$ cat src/rtl/dmem_arbiter.sv
// Data-memory arbiter between the pipeline MEM stage (P) and a debug/DMA port (D), with D burst lock and forced release.
// Build option: define DMEM_ARB_RR_EN for round-robin contention; otherwise P has fixed priority.
module dmem_arbiter #(
  parameter int AW       = 8,
  parameter int MAX_LOCK = 16
) (
  input  logic          i_clk,
  input  logic          i_rst,
  input  logic          i_p_req,
  input  logic          i_p_we,
  input  logic [31:0]   i_p_addr,
  input  logic [31:0]   i_p_wdata,
  output logic          o_p_gnt,
  output logic          o_p_stall,
  input  logic          i_d_req,
  input  logic          i_d_we,
  input  logic          i_d_lock,
  input  logic [31:0]   i_d_addr,
  input  logic [31:0]   i_d_wdata,
  output logic          o_d_gnt,
  output logic          o_p_rvalid,
  output logic          o_d_rvalid,
  output logic [31:0]   o_rdata,
  output logic          o_mem_we,
  output logic [AW-1:0] o_mem_addr,
  output logic [31:0]   o_mem_wd,
  input  logic [31:0]   i_mem_rd
);

  localparam logic [7:0] LOCK_MAX = 8'(MAX_LOCK);

  typedef enum logic [1:0] {
    S_IDLE,
    S_LAST_P,
    S_LAST_D,
    S_LOCK_D
  } state_t;

  state_t     r_state;
  state_t     w_state_nxt;
  logic [7:0] r_lock_cnt;
  logic [7:0] w_lock_cnt_nxt;
  logic       r_p_rvalid;
  logic       r_d_rvalid;
  logic       w_p_gnt;
  logic       w_d_gnt;
  logic       w_lock_hold;
  logic       w_lock_full;
  logic       w_unused_addr;

`ifdef DMEM_ARB_RR_EN
  // Round-robin pointer: 1 when D was the most recent owner.
  logic r_last_d;
  logic w_last_d_nxt;
`endif

  assign w_lock_hold   = (r_state == S_LOCK_D) && i_d_req && i_d_lock;
  assign w_lock_full   = (r_lock_cnt >= LOCK_MAX);
  assign w_unused_addr = ^{i_p_addr[31:AW], i_d_addr[31:AW]};

  always_comb begin
    w_p_gnt        = 1'b0;
    w_d_gnt        = 1'b0;
    w_state_nxt    = S_IDLE;
    w_lock_cnt_nxt = 8'd0;
`ifdef DMEM_ARB_RR_EN
    w_last_d_nxt   = r_last_d;
`endif
    if (!i_rst) begin
      w_p_gnt = 1'b0;
    end else if (w_lock_hold) begin
      // A full lock only yields when P is actually waiting.
      if (w_lock_full && i_p_req) w_p_gnt = 1'b1;
      else                        w_d_gnt = 1'b1;
    end else if (i_p_req && i_d_req) begin
`ifdef DMEM_ARB_RR_EN
      if (r_last_d) w_p_gnt = 1'b1;
      else          w_d_gnt = 1'b1;
`else
      w_p_gnt = 1'b1;
`endif
    end else if (i_p_req) begin
      w_p_gnt = 1'b1;
    end else if (i_d_req) begin
      w_d_gnt = 1'b1;
    end

    if (w_p_gnt) begin
      w_state_nxt = S_LAST_P;
`ifdef DMEM_ARB_RR_EN
      w_last_d_nxt = 1'b0;
`endif
    end else if (w_d_gnt) begin
`ifdef DMEM_ARB_RR_EN
      w_last_d_nxt = 1'b1;
`endif
      if (i_d_lock) begin
        w_state_nxt = S_LOCK_D;
        if (!w_lock_hold)     w_lock_cnt_nxt = 8'd1;
        else if (w_lock_full) w_lock_cnt_nxt = r_lock_cnt;
        else                  w_lock_cnt_nxt = 8'(r_lock_cnt + 8'd1);
      end else begin
        w_state_nxt = S_LAST_D;
      end
    end
  end

  always_ff @(posedge i_clk or negedge i_rst) begin
    if (!i_rst) begin
      r_state    <= S_IDLE;
      r_lock_cnt <= 8'd0;
      r_p_rvalid <= 1'b0;
      r_d_rvalid <= 1'b0;
    end else begin
      r_state    <= w_state_nxt;
      r_lock_cnt <= w_lock_cnt_nxt;
      r_p_rvalid <= w_p_gnt && !i_p_we;
      r_d_rvalid <= w_d_gnt && !i_d_we;
    end
  end

`ifdef DMEM_ARB_RR_EN
  always_ff @(posedge i_clk or negedge i_rst) begin
    if (!i_rst) r_last_d <= 1'b1;
    else        r_last_d <= w_last_d_nxt;
  end
`endif

  always_comb begin
    o_mem_we   = 1'b0;
    o_mem_addr = '0;
    o_mem_wd   = 32'd0;
    if (w_p_gnt) begin
      o_mem_we   = i_p_we;
      o_mem_addr = i_p_addr[AW-1:0];
      o_mem_wd   = i_p_wdata;
    end else if (w_d_gnt) begin
      o_mem_we   = i_d_we;
      o_mem_addr = i_d_addr[AW-1:0];
      o_mem_wd   = i_d_wdata;
    end
  end

  assign o_p_gnt    = w_p_gnt;
  assign o_d_gnt    = w_d_gnt;
  assign o_p_stall  = i_rst && i_p_req && !w_p_gnt;
  assign o_p_rvalid = r_p_rvalid;
  assign o_d_rvalid = r_d_rvalid;
  assign o_rdata    = i_rst ? i_mem_rd : 32'd0;

endmodule

$ cat config.mk
export PLATFORM = sky130hd
export DESIGN_NAME = dmem_arbiter
export DESIGN_NICKNAME = d
export VERILOG_FILES = /design/src/rtl/dmem_arbiter.sv
export SDC_FILE = /design/constraint.sdc
export NUM_CORES = 1
export LEC_CHECK = 0
export CAP_MARGIN = 20
export CORE_AREA = 3 3 95 97
export CTS_CLUSTER_SIZE = 20
export DETAILED_ROUTE_END_ITERATION = 10
export DIE_AREA = 0 0 98 100
export PLACE_DENSITY = 0.68
export SETUP_SLACK_MARGIN = 0.02
export SLEW_MARGIN = 20
export SYNTH_ARGS = -nofsm -noshare
export SYNTH_HDL_FRONTEND = slang
export SYNTH_SLANG_ARGS = --single-unit
$ cat constraint.sdc
create_clock -name i_clk -period 2.55 [get_ports i_clk]
set_input_delay 0.51 -clock i_clk [delete_from_list [all_inputs] [get_ports i_clk]]
set_output_delay 0.51 -clock i_clk [all_outputs]
set_load 0.005 [all_outputs]
; After elaboration in Yosys (flattened, before gate mapping)
; Cells that the tools add are included.
[op_classes]
order_cmp = 1
n_reduce_logical = 11
eq_ne = 2
n_mux = 26
n_addsub = 1
[ops]
columns = op, count
row1 = $mux 32, 3
row2 = $mux 8, 7
row3 = $mux 1, 14
row4 = $add 8x1->8 const B, 1
row5 = $ge 8x5->1 const B, 1
row6 = $logic_and 1x1->1, 8
row7 = $ne 5x5->1 const B, 1
row8 = $mux 2, 2
row9 = $logic_not 1->1, 3
row10 = $eq 2x2->1 const B, 1
[totals]
inputBits = 167
output_inout_bits = 78
word_cells = 45
register_bits = 12

; Longest topological paths before layout
[logic_depth]
ltp_word = 7
depth_mapped = 5
depth_no_buf = 4

; Least setup slack after synthesis
; Ideal clock, no wire load.
[synth_timing]
path_kind = reg-to-output
start = register r_lock_cnt[7]
end = output o_mem_addr[0]
setup_slack_ns = 0.426
stages_incl_launch_ff = 6
required_ns = 2.040
arrival_ns = 1.614
path_cell_list = dfrtp_1 -> or4_4 -> o211a_1 -> buf_6 -> buf_6 -> a32o_1
[synth_rtl]
columns = item, line
row1 = start: declaration, 41  ; logic [7:0] r_lock_cnt;
row2 = start signal: assignment, 116  ; r_lock_cnt <= w_lock_cnt_nxt;
row3 = $ge 8x5->1, 58  ; assign w_lock_full = (r_lock_cnt >= LOCK_MAX);
row4 = $logic_and 1x1->1, 73  ; if (w_lock_full && i_p_req) w_p_gnt = 1'b1;
row5 = $mux 1, 73
row6 = $mux 1, 71  ; end else if (w_lock_hold) begin
row7 = $mux 1, 69  ; if (!i_rst) begin
row8 = net o_p_gnt, 13  ; output logic o_p_gnt,
row9 = $mux 8, 133  ; if (w_p_gnt) begin
row10 = end: declaration, 25  ; output logic [AW-1:0] o_mem_addr,
; The timed path passes the listed nets, and every way through them passes these cells.

; Worst setup path after layout
[layout_timing]
start = register r_lock_cnt[4]
end = output o_mem_addr[5]
[layout_via]
elab_chain_len = 7
[layout_lines]
columns = item, line
row1 = $ge 8x5->1 (*), 58
row2 = $logic_and 1x1->1 (*), 73
row3 = $mux 1, 73
row4 = $mux 1, 71
row5 = $mux 1, 69
row6 = $mux 8, 137  ; end else if (w_d_gnt) begin
row7 = $mux 8 (*), 133
; Every way passes the cells marked *; elsewhere a longest branch is shown, timed or not.

==> impl_metrics.csv <==
group,metric,value,unit
run_status,outcome,"complete, no violations",
setup_path,r2r_cells,4,
setup_path,crit_path_end_kind,"primary output",
synthesis,synth-edff-count,0,
layout,nets,524,
layout,antenna_cells,0,
die,die_w,98,µm
layout,area_delta_synth_final,170.7,%
sta,finalCriticalPeriod,2.536,ns
synthesis,ys_async_sr_fraction,100.0,%
setup_path,arrival,2.03,ns
synthesis,synth_common_cells,"41 x a32o_1, 38 x and2_1, 12 x dfrtp_1, 9 x clkbuf_1",
die,die_h,100,µm
sta,fmax,394.4,MHz
clock_tree,cts-buffers-inserted,3,
die,ios,245,
drt,route.detailed.vias_per_inst,4.595,
setup_path,critPathRequiredTime,2.04,ns
die,num_rows,33,
global_routing,antenna_found_initial,0,
sta,rsz0062_at_grt,"yes",
die,design.core.area,8217,µm²
synthesis,ys.flop_type,"dfrtp_1",
placed_design,place_area,3436,µm²
drt,firstDrtPassIters,4,
placed_design,dp_hpwl,5.430,mm
synthesis,ys_warn_count,0,
die,start_util,15.76,%
drt,wl_per_cell,16.18,µm
power,leakage,1.483,nW
placed_design,numPortBuffers,196,
layout,drive_above_1_share,22.03,%
synthesis,syn_area_per_cell,8.809,µm²
synthesis,synth_top_area_cell,"a32o_1",
synthesis,synth_nets,316,
clock_tree,htree_levels,1,
clock_tree,clkSinkCount,12,
synthesis,yosysMostFrequentCell,"a32o_1",
setup_path,start_kind,"register",
global_routing,first_global_vias,2162,
synthesis,yosysSeqAreaShare,23.19,%
global_routing,grt_pass1_wl,10.49,mm
setup_path,path_class,"reg -> out",
global_routing,grt_max_degree,45,
setup_path,path_max_fanout,22,
clock_tree,postCtsHoldBufs,0,
power,powerDensity,247.5,nW/µm²
sta,slew_violations,0,
sta,clock_skew,0.001255,ns
placed_design,pre_cts_ws,-0.3309,ns
sta,setup_viol,0,
layout,num-fill-cells,817,
power,peakVddDrop,0.1408,mV
synthesis,yosys-top-cells-area,"a32o_1 32%, dfrtp_1 23%, and2_1 18%",
clock_tree,clkTransAtPathRegs,0.05,ns
drt,drc,0,
synthesis,synth-seq-cells,12,
clock_tree,cts_tree,"built",
drt,routed_wl,7.425,mm
setup_path,ff2ff_setup_slack,0.77,ns
sta,final.period_utilization,99.44,%
sta,tightest_slew,0.3873,ns
synthesis,synth_cells,147,
global_routing,track_usage,12.84,%
clock_tree,clockBufferDepth,2,
flow_run,max_cap_violations,0,
synthesis,synth_area,1295,µm²
global_routing,grt_overflow,0,
sta,relSlewSlack,73.94,%
layout,final_area,3506,µm²
drt,num_vias,2109,
layout,finalNonFillerCells,459,
clock_tree,clk-insertion-delay-late,0.24,ns
sta,setup_ws,0.01418,ns
clock_tree,cts-root-buf,"clkbuf_8",
worst_hold_path,hold_class,"in -> async",
drt,ant_nets,0,
die,die_area,9800,µm²
power,power,0.8676,mW
synthesis,synth.top_cell.area_share,31.69,%
placed_design,gp_congestion,0.7996,
synthesis,synth_cell_types,26,
sta,hold_viol_final,0,
drt,drt_iter0_markers,60,
placed_design,placed_cells_incl_taps,443,
power breakdown:
group          switching (mW)  internal (mW)  leakage (nW)
clock                  0.0692          0.136        0.0288
sequential            0.00264          0.194         0.165
combinational           0.144          0.322          1.29
total                   0.215          0.652          1.48
worst max-delay path, stage by stage, from the launching register on:
cell     delay, ns
dfrtp_1       0.38
or4_4         0.58
o211a_4       0.29
buf_12        0.16
a32o_2        0.23
buf_2         0.13
cell type report:
cell class | instances | area, µm² | share of cell area [%]
clock buffers | 4 | 55.05 | 1.570
inverters | 4 | 15.01 | 0.4283
multi-input cells | 112 | 883.3 | 25.20
flip-flops and latches | 12 | 300.3 | 8.565
well taps | 105 | 131.4 | 3.747
repair buffers | 222 | 2121 | 60.49
repair_timing:
action | CTS | global route
endpoints found under the setup margin | 66 | 64
pin swaps | 3 | 9
resized for setup | 111 | 47
buffers inserted | 0 | 4
gates cloned | 0 | 8
final timing paths:
path                                            from                   endpoint
max                        r_lock_cnt[4]$_DFFE_PN0P_              o_mem_addr[5]
min in group i_clk         r_lock_cnt[5]$_DFFE_PN0P_  r_lock_cnt[5]$_DFFE_PN0P_
min                                            i_rst  r_lock_cnt[0]$_DFFE_PN0P_
max in group asynchronous                      i_rst       r_state[0]$_DFF_PN0_
min reg2reg                r_lock_cnt[5]$_DFFE_PN0P_  r_lock_cnt[5]$_DFFE_PN0P_
max reg2reg                r_lock_cnt[4]$_DFFE_PN0P_  r_lock_cnt[6]$_DFFE_PN0P_
registers in the layout, summed over array words and instances, names as in the netlist:
name,count
o_p_rvalid,1
r_lock_cnt,8
r_state,2
o_d_rvalid,1
per-stage QoR:
step	util, %	setup TNS [ns]	hold slack, ns
CTS	41.77	-2.244	0.5246
detailed placement	41.82	-12.98	0.5075
finish	42.67	0	0.3613
global route	42.67	-0.4077	0.3820
global placement	41.82	-12.04	0.5028
floorplan	-	0	0.2144
kinds of logic (layout without fill, tap and decap cells):
logic type / count (synthesis) / in the layout / synth area share (%)
flops: 12 / 12 / 23.19
simple gates: 55 / 55 / 26.09
fa+ha+maj: 2 / 2 / 1.932
buf+inv: 23 / 230 / 10.05
compound gates: 55 / 55 / 38.74
per-layer routing:
layer,global-route usage (%),wire length (µm)
met1,13.83,2708
met2,24.35,4012
met3,3.892,633
met4,3.301,70
met5,0,0
cell usage in the layout, fill, tap and decap left out:
master	synthesis	routed
nor3_1	1	1
dlymetal6s2s_1	0	3
o21ai_4	0	1
buf_2	5	18
and2_1	38	38
ha_1	2	2
nand2_1	2	2
dfrtp_1	12	12
a32o_2	0	3
nor2_1	1	1
nand3_1	4	4
o211a_4	0	1
and3b_1	1	1
a21oi_1	5	5
nor2b_1	2	2
buf_4	0	11
buf_12	0	5
inv_1	4	4
a32o_1	41	38
or4_4	1	1
clkbuf_16	0	5
dlygate4sd2_1	0	2
or3_1	3	3
clkdlybuf4s50_1	0	149
clkbuf_2	0	24
a211o_1	1	1
nor4_1	1	1
a211oi_1	1	1
buf_6	5	5
a41oi_1	1	1
nand4_1	1	1
o21ai_0	2	2
a31oi_1	2	2
clkbuf_8	0	4
Note: power is estimated with default switching activity, not from simulation.
